<file path="src/rtl/spi_pkg.sv">
// Shared types and constants for the SPI master: FSM states, slave codes
// and the slave-select decode.
package spi_pkg;

  typedef enum logic [1:0] {
    IDLE  = 2'd0,
    SETUP = 2'd1,
    SHIFT = 2'd2,
    BACK  = 2'd3
  } state_t;

  localparam logic [2:0] SS_TRIG = 3'b000;
  localparam logic [2:0] SS_CH1  = 3'b001;
  localparam logic [2:0] SS_CH2  = 3'b010;
  localparam logic [2:0] SS_CH3  = 3'b011;
  localparam logic [2:0] SS_EEP  = 3'b100;

  // Slave code to active-low select vector; unused codes select nobody.
  function automatic logic [4:0] ss_decode(input logic [2:0] code);
    logic [4:0] sel_n;
    sel_n = 5'b11111;
    case (code)
      SS_TRIG: sel_n = 5'b11110;
      SS_CH1:  sel_n = 5'b11101;
      SS_CH2:  sel_n = 5'b11011;
      SS_CH3:  sel_n = 5'b10111;
      SS_EEP:  sel_n = 5'b01111;
      default: sel_n = 5'b11111;
    endcase
    return sel_n;
  endfunction

endpackage

</file>
<file path="src/rtl/spi_sclk_div.sv">
// SCLK divider: free-running counter whose MSB is the serial clock.
// Also reports the cycle before a rise/fall and the end of a half period.
module spi_sclk_div #(
  parameter int W = 5
) (
  input  logic clk,
  input  logic rst_n,
  input  logic clr,
  input  logic en,
  output logic sclk,
  output logic rise_nxt,
  output logic fall_nxt,
  output logic half_done
);

  localparam logic [W-1:0] HP_M1 = W'((1 << (W-1)) - 1);

  logic [W-1:0] cnt;

  // Counter: clear wins over enable; holds when disabled.
  always_ff @(posedge clk or negedge rst_n) begin
    if (!rst_n) begin
      cnt <= '0;
    end else if (clr) begin
      cnt <= '0;
    end else if (en) begin
      cnt <= cnt + 1'b1;
    end
  end

  // SCLK comes straight off the counter MSB, so it is glitch-free.
  assign sclk      = cnt[W-1];
  assign rise_nxt  = (cnt == HP_M1);
  assign fall_nxt  = (&cnt);
  assign half_done = (cnt == HP_M1);

endmodule

</file>
<file path="src/rtl/spi_mstr.sv">
// Mode-0 SPI master: 16-bit MSB-first transfer with five decoded active-low
// slave selects. Handshake: wrt_SPI is a one-clock request accepted only in
// IDLE; SPI_done is a level that rises when rd_data is valid and clears on the
// clock that accepts the next request.
module spi_mstr
  import spi_pkg::*;
#(
  parameter int SCLK_DIV_W = 5
) (
  input  logic        clk,
  input  logic        rst_n,
  input  logic        wrt_SPI,
  input  logic [15:0] SPI_data,
  input  logic [2:0]  ss,
  output logic        SPI_done,
  output logic [15:0] rd_data,
  output logic [7:0]  EEP_data,
  output logic        SCLK,
  output logic        MOSI,
  input  logic        MISO,
  output logic [4:0]  ss_n,
  output state_t      fsm_state
);

  state_t      state_q, state_d;
  logic [15:0] shft;
  logic [3:0]  bit_cnt;
  logic        miso_smp;

  logic div_clr, div_en;
  logic rise_nxt, fall_nxt, half_done;
  logic load, smp, shift, finish;

  spi_sclk_div #(.W(SCLK_DIV_W)) u_div (
    .clk       (clk),
    .rst_n     (rst_n),
    .clr       (div_clr),
    .en        (div_en),
    .sclk      (SCLK),
    .rise_nxt  (rise_nxt),
    .fall_nxt  (fall_nxt),
    .half_done (half_done)
  );

  // State register.
  always_ff @(posedge clk or negedge rst_n) begin
    if (!rst_n) begin
      state_q <= IDLE;
    end else begin
      state_q <= state_d;
    end
  end

  // Next state and per-cycle datapath strobes.
  always_comb begin
    state_d = state_q;
    load    = 1'b0;
    div_clr = 1'b0;
    div_en  = 1'b0;
    smp     = 1'b0;
    shift   = 1'b0;
    finish  = 1'b0;
    case (state_q)
      IDLE: begin
        if (wrt_SPI) begin
          load    = 1'b1;
          div_clr = 1'b1;
          state_d = SETUP;
        end
      end
      SETUP: begin
        div_en = 1'b1;
        if (half_done) begin
          div_clr = 1'b1;
          state_d = SHIFT;
        end
      end
      SHIFT: begin
        div_en = 1'b1;
        smp    = rise_nxt;
        if (fall_nxt) begin
          shift = 1'b1;
          if (bit_cnt == 4'd15) state_d = BACK;
        end
      end
      BACK: begin
        div_en = 1'b1;
        if (half_done) begin
          div_clr = 1'b1;
          finish  = 1'b1;
          state_d = IDLE;
        end
      end
      default: state_d = IDLE;
    endcase
  end

  // Datapath: shift register, bit counter, MISO sample and registered outputs.
  always_ff @(posedge clk or negedge rst_n) begin
    if (!rst_n) begin
      shft     <= '0;
      bit_cnt  <= '0;
      miso_smp <= 1'b0;
      MOSI     <= 1'b0;
      ss_n     <= 5'b11111;
      SPI_done <= 1'b0;
      rd_data  <= '0;
    end else begin
      if (load) begin
        shft     <= SPI_data;
        bit_cnt  <= '0;
        MOSI     <= SPI_data[15];
        ss_n     <= ss_decode(ss);
        SPI_done <= 1'b0;
      end
      if (smp) begin
        miso_smp <= MISO;
      end
      if (shift) begin
        // Next MOSI bit changes on the same edge SCLK falls.
        shft    <= {shft[14:0], miso_smp};
        MOSI    <= shft[14];
        bit_cnt <= bit_cnt + 4'd1;
      end
      if (finish) begin
        ss_n     <= 5'b11111;
        SPI_done <= 1'b1;
        rd_data  <= shft;
      end
    end
  end

  assign EEP_data  = rd_data[7:0];
  assign fsm_state = state_q;

endmodule

</file>
<file path="config.mk">
export PLATFORM = sky130hd
export DESIGN_NAME = spi_mstr
export DESIGN_NICKNAME = d
export VERILOG_FILES = /design/src/rtl/spi_pkg.sv /design/src/rtl/spi_sclk_div.sv /design/src/rtl/spi_mstr.sv
export SDC_FILE = /design/constraint.sdc
export NUM_CORES = 1
export LEC_CHECK = 0
export CAP_MARGIN = 15
export CELL_PAD_IN_SITES_DETAIL_PLACEMENT = 0
export CELL_PAD_IN_SITES_GLOBAL_PLACEMENT = 1
export CORE_MARGIN = 5
export CORE_UTILIZATION = 38
export DETAILED_ROUTE_END_ITERATION = 8
export GPL_TIMING_DRIVEN = 1
export PLACE_DENSITY_LB_ADDON = 0.1
export SKIP_CTS_REPAIR_TIMING = 1
export SYNTH_ARGS = -nofsm -noshare
export SYNTH_HDL_FRONTEND = slang
export SYNTH_SLANG_ARGS = --single-unit
</file>
<file path="constraint.sdc">
create_clock -name clk -period 2.05 [get_ports clk]
set_clock_uncertainty 0.1 [all_clocks]
set_input_delay 0.615 -clock clk [delete_from_list [all_inputs] [get_ports clk]]
set_output_delay 0.615 -clock clk [all_outputs]
set_load 0.02 [all_outputs]
</file>
==> impl_metrics.xml <==
<?xml version="1.0" encoding="UTF-8"?>
<metrics>
  <group name="power">
    <metric name="switchingPower" unit="mW">1.51</metric>
    <metric name="vdd_ir_drop_max" unit="mV">0.630</metric>
    <metric name="power_switching_share" unit="">0.361</metric>
    <metric name="power.density_cell_area" unit="nW/um2">1360</metric>
    <metric name="pwr-share-comb" unit="">0.451</metric>
    <metric name="internal_power" unit="mW">2.68</metric>
    <metric name="clock_power_share" unit="">0.140</metric>
    <metric name="seq_power_share" unit="">0.409</metric>
    <metric name="total_leakage_power" unit="nW">1.47</metric>
  </group>
  <group name="detailed_routing">
    <metric name="routed_wirelength" unit="um">4740</metric>
    <metric name="met2WireLength" unit="um">2140</metric>
    <metric name="route.layer.met1.wl" unit="um">2270</metric>
    <metric name="wl_per_cell" unit="um">13.5</metric>
    <metric name="via_density_per_instance" unit="">4.84</metric>
    <metric name="met3_wirelength" unit="um">279</metric>
    <metric name="drt.antenna.violating_nets" unit="">0</metric>
    <metric name="routed.top_layer" unit="">met4</metric>
    <metric name="detail_route.iter0.violations" unit="">63</metric>
    <metric name="route.vias.total" unit="">1703</metric>
    <metric name="drt_pre_antenna_iters" unit="">4</metric>
    <metric name="drc" unit="">0</metric>
  </group>
  <group name="setup_path">
    <metric name="worstRegToRegCells" unit="">6</metric>
    <metric name="worstPathCellList" unit="">clkdlybuf4s50_1</metric>
    <metric name="end_kind" unit="">output port</metric>
    <metric name="cpPeakStageDelay" unit="ps">610</metric>
    <metric name="required" unit="ps">1330</metric>
    <metric name="rr_startpoint" unit="">u_div.cnt[0]$_DFFE_PN0P_</metric>
    <metric name="cp_num_buf_inv" unit="">1</metric>
    <metric name="timing.rr.end" unit="">fsm_state[1]$_DFFE_PN0P_</metric>
    <metric name="cp_data_arrival_time" unit="ps">1280</metric>
    <metric name="crit_family" unit="">buffers and inverters</metric>
    <metric name="rrSetupSlack" unit="ps">100</metric>
    <metric name="crit_path_start_kind" unit="">flop</metric>
    <metric name="critPathKind" unit="">flop to output port</metric>
    <metric name="slowest_stage" unit="">sky130_fd_sc_hd__clkdlybuf4s50_1</metric>
    <metric name="critical_path.max_fanout" unit="">3</metric>
  </group>
  <group name="sta">
    <metric name="total_of_endpoints_with_negative_setup_slack_in_the_final_report" unit="">0</metric>
    <metric name="unrepaired_setup_endpoints_after_global_routing" unit="">no</metric>
    <metric name="timing.fmax" unit="MHz">500</metric>
    <metric name="slew_violations" unit="">0</metric>
    <metric name="worst_slack" unit="ps">51.8</metric>
    <metric name="layout_worst_path_cycle_share" unit="">0.975</metric>
    <metric name="final_period_minus_worst_setup_slack" unit="ps">2000</metric>
    <metric name="hold_viol_final" unit="">0</metric>
    <metric name="fin_hold_ws" unit="ps">188</metric>
    <metric name="worst_slew_pin_slew" unit="ps">269</metric>
    <metric name="timing.setup.tns" unit="ps">0</metric>
    <metric name="timing.max_slew.rel_slack" unit="">0.820</metric>
  </group>
  <group name="clocking">
    <metric name="cts.clk_slew.worst_paths" unit="ps">80</metric>
    <metric name="cts.root.buffer_cell" unit="">sky130_fd_sc_hd__clkbuf_8</metric>
    <metric name="worst_skew_pair_later_pin_latency" unit="ps">300</metric>
    <metric name="cts_tree" unit="">done</metric>
    <metric name="number_of_sinks_on_the_clock_net" unit="">50</metric>
    <metric name="cts_max_path_buffers" unit="">2</metric>
    <metric name="cts_inserted_buffers" unit="">5</metric>
    <metric name="cts_htree_levels" unit="">2</metric>
  </group>
  <group name="cells_and_area">
    <metric name="antenna_cell_count" unit="">0</metric>
    <metric name="nNetsFinal" unit="">308</metric>
    <metric name="post-route-util" unit="">0.517</metric>
    <metric name="finish.instance_area" unit="um2">3080</metric>
    <metric name="commonest_cells_after_routing_fill_and_taps_aside" unit="">sky130_fd_sc_hd__dfrtp_1 (45), sky130_fd_sc_hd__clkdlybuf4s50_1 (45), sky130_fd_sc_hd__nand2_1 (40), sky130_fd_sc_hd__nor2_1 (27), sky130_fd_sc_hd__mux2_2 (19)</metric>
    <metric name="post_route_cells_drive_above_1_share" unit="">0.162</metric>
    <metric name="area_delta_synth_final" unit="%">32.2</metric>
    <metric name="filler_cell_count" unit="">571</metric>
  </group>
  <group name="yosys">
    <metric name="portion_of_netlist_area_occupied_by_mux_cells" unit="">0.100</metric>
    <metric name="yosysSeqAreaShare" unit="">0.540</metric>
    <metric name="synthAdderAreaFrac" unit="">0.0484</metric>
    <metric name="post_synth_xor_area_fraction" unit="">0.0113</metric>
    <metric name="simple_gate_share_of_the_synthesized_area" unit="">0.167</metric>
    <metric name="yosys_warnings" unit="">0</metric>
    <metric name="synth_cell_type_count" unit="">31</metric>
    <metric name="syn-instance-count" unit="">222</metric>
    <metric name="synth_compound_gate_area_share" unit="">0.0758</metric>
    <metric name="synth_top_family_by_area" unit="">simple AND/OR/NAND/NOR gates</metric>
    <metric name="syn_area" unit="um2">2330</metric>
    <metric name="yosys_register_bits" unit="">50</metric>
    <metric name="synth.net_count" unit="">254</metric>
    <metric name="post_synth.cell_area_avg" unit="um2">10.5</metric>
  </group>
  <group name="die">
    <metric name="die-area" unit="um2">7790</metric>
    <metric name="start_util" unit="">0.391</metric>
    <metric name="die_height" unit="um">88.3</metric>
    <metric name="io_pins" unit="">57</metric>
    <metric name="rows" unit="">28</metric>
    <metric name="core_region_area" unit="um2">5960</metric>
    <metric name="die_w" unit="um">88.3</metric>
  </group>
  <group name="status">
    <metric name="outcome" unit="">finished, final reports clean</metric>
  </group>
  <group name="global_routing">
    <metric name="grt_first_pass_wirelength" unit="um">8140</metric>
    <metric name="grt_usage" unit="">0.134</metric>
    <metric name="antenna_violations_before_repair" unit="">0</metric>
    <metric name="globalRoute.totalOverflow" unit="">0</metric>
    <metric name="vias_in_the_first_global_route" unit="">1735</metric>
    <metric name="grt_start_max_net_pins" unit="">51</metric>
  </group>
  <group name="placed_design">
    <metric name="place.detailed.hpwl" unit="um">3380</metric>
    <metric name="dpl_cell_area" unit="um2">2960</metric>
    <metric name="global_placement_routability_congestion" unit="">0.767</metric>
    <metric name="placement.io_buffers" unit="">56</metric>
    <metric name="pre_cts_slack" unit="ps">83.2</metric>
  </group>
  <group name="flow_run">
    <metric name="max_cap_violations" unit="">0</metric>
  </group>
  <group name="hold_path">
    <metric name="worstHoldPathType" unit="">input port to asynchronous set/reset pin</metric>
  </group>
</metrics>
[stage by stage]
step	cells	total power, mW
2_1_floorplan	222	2.88
3_3_place_gp	344	3.64
3_5_place_dp	344	3.67
4_1_cts	352	4.27
5_1_grt	352	4.49
6_report	352	4.19
[how the worst max path moves through the flow]
stage	start	to	slack, ps	cells after the start
finish	rd_data[4]$_DFFE_PN0P_	rd_data[4]	50	1
global route	u_div.cnt[0]$_DFFE_PN0P_	fsm_state[1]$_DFFE_PN0P_	3	6
CTS	ss_n[3]$_DFFE_PN1P_	ss_n[3]	-120	1
detailed placement	wrt_SPI	shft[0]$_DFFE_PN0P_	80	5
global placement	wrt_SPI	shft[14]$_DFFE_PN0P_	70	5
floorplan	u_div.cnt[0]$_DFFE_PN0P_	rd_data[0]$_DFFE_PN0P_	190	6
[cell type report]
| type | count | area (um2) | area share |
|---|---|---|---|
| sequential | 50 | 1260 | 0.408 |
| multi-input combinational | 149 | 938 | 0.305 |
| timing repair buffer | 67 | 688 | 0.223 |
| tap | 75 | 93.8 | 0.0305 |
| clock buffer | 8 | 90.1 | 0.0293 |
| inverter | 3 | 11.3 | 0.00366 |
[cell usage after synthesis]
| master | count | area, um2 |
|---|---|---|
| sky130_fd_sc_hd__buf_2 | 7 | 35.0 |
| sky130_fd_sc_hd__xor2_1 | 2 | 17.5 |
| sky130_fd_sc_hd__mux2_2 | 19 | 214 |
| sky130_fd_sc_hd__clkbuf_1 | 4 | 15.0 |
| sky130_fd_sc_hd__o22a_1 | 1 | 8.76 |
| sky130_fd_sc_hd__and4b_1 | 1 | 10.0 |
| sky130_fd_sc_hd__a31oi_1 | 16 | 100 |
| sky130_fd_sc_hd__buf_6 | 1 | 11.3 |
| sky130_fd_sc_hd__nand2_2 | 1 | 6.26 |
| sky130_fd_sc_hd__dfrtp_1 | 45 | 1130 |
| sky130_fd_sc_hd__nand3_1 | 6 | 30.0 |
| sky130_fd_sc_hd__and3_1 | 1 | 6.26 |
| sky130_fd_sc_hd__o21ai_0 | 7 | 35.0 |
| sky130_fd_sc_hd__or3_1 | 2 | 12.5 |
| sky130_fd_sc_hd__mux2i_1 | 2 | 20.0 |
| sky130_fd_sc_hd__dfstp_2 | 5 | 131 |
| sky130_fd_sc_hd__nor4_1 | 1 | 6.26 |
| sky130_fd_sc_hd__nor4b_1 | 3 | 26.3 |
| sky130_fd_sc_hd__ha_1 | 9 | 113 |
| sky130_fd_sc_hd__nand2_1 | 40 | 150 |
| sky130_fd_sc_hd__buf_4 | 8 | 60.1 |
| sky130_fd_sc_hd__and2_1 | 2 | 12.5 |
| sky130_fd_sc_hd__nor2b_1 | 2 | 12.5 |
| sky130_fd_sc_hd__nor2_1 | 27 | 101 |
| sky130_fd_sc_hd__o21ba_2 | 1 | 10.0 |
| sky130_fd_sc_hd__a211oi_2 | 1 | 12.5 |
| sky130_fd_sc_hd__nand4_1 | 1 | 6.26 |
| sky130_fd_sc_hd__inv_1 | 3 | 11.3 |
| sky130_fd_sc_hd__nand4b_1 | 1 | 8.76 |
| sky130_fd_sc_hd__a21oi_1 | 2 | 10.0 |
| sky130_fd_sc_hd__xnor2_1 | 1 | 8.76 |
[routing by layer]
layer	vias to the layer above	global-route usage
li1	857	-
met1	801	0.187
met5	-	0
met3	7	0.0335
met4	0	0.0371
met2	38	0.208
[kinds of logic after synthesis]
family	after synthesis
AOI/OAI and AO/OA	28
DFF	50
muxes	21
xor gates and xnor gates	3
adders and majority gates	9
and+or+nand+nor	88
buffers and inverters	23
[flip-flops by register name, summed over array words and instances, names as in the netlist]
signal,cells
rd_data,16
shft,16
ss_n,5
u_div.cnt,5
bit_cnt,4
fsm_state,2
SPI_done,1
miso_smp,1
[power by group through the flow]
stage | combinational (mW) | sequential [mW] | clock, mW
finish | 1.89 | 1.71 | 0.586
CTS | 1.94 | 1.73 | 0.602
global route | 2.07 | 1.78 | 0.638
detailed placement | 1.93 | 1.74 | 0
floorplan | 0.929 | 1.95 | 0
global placement | 1.90 | 1.74 | 0
Note: power is estimated with default switching activity, not from simulation.
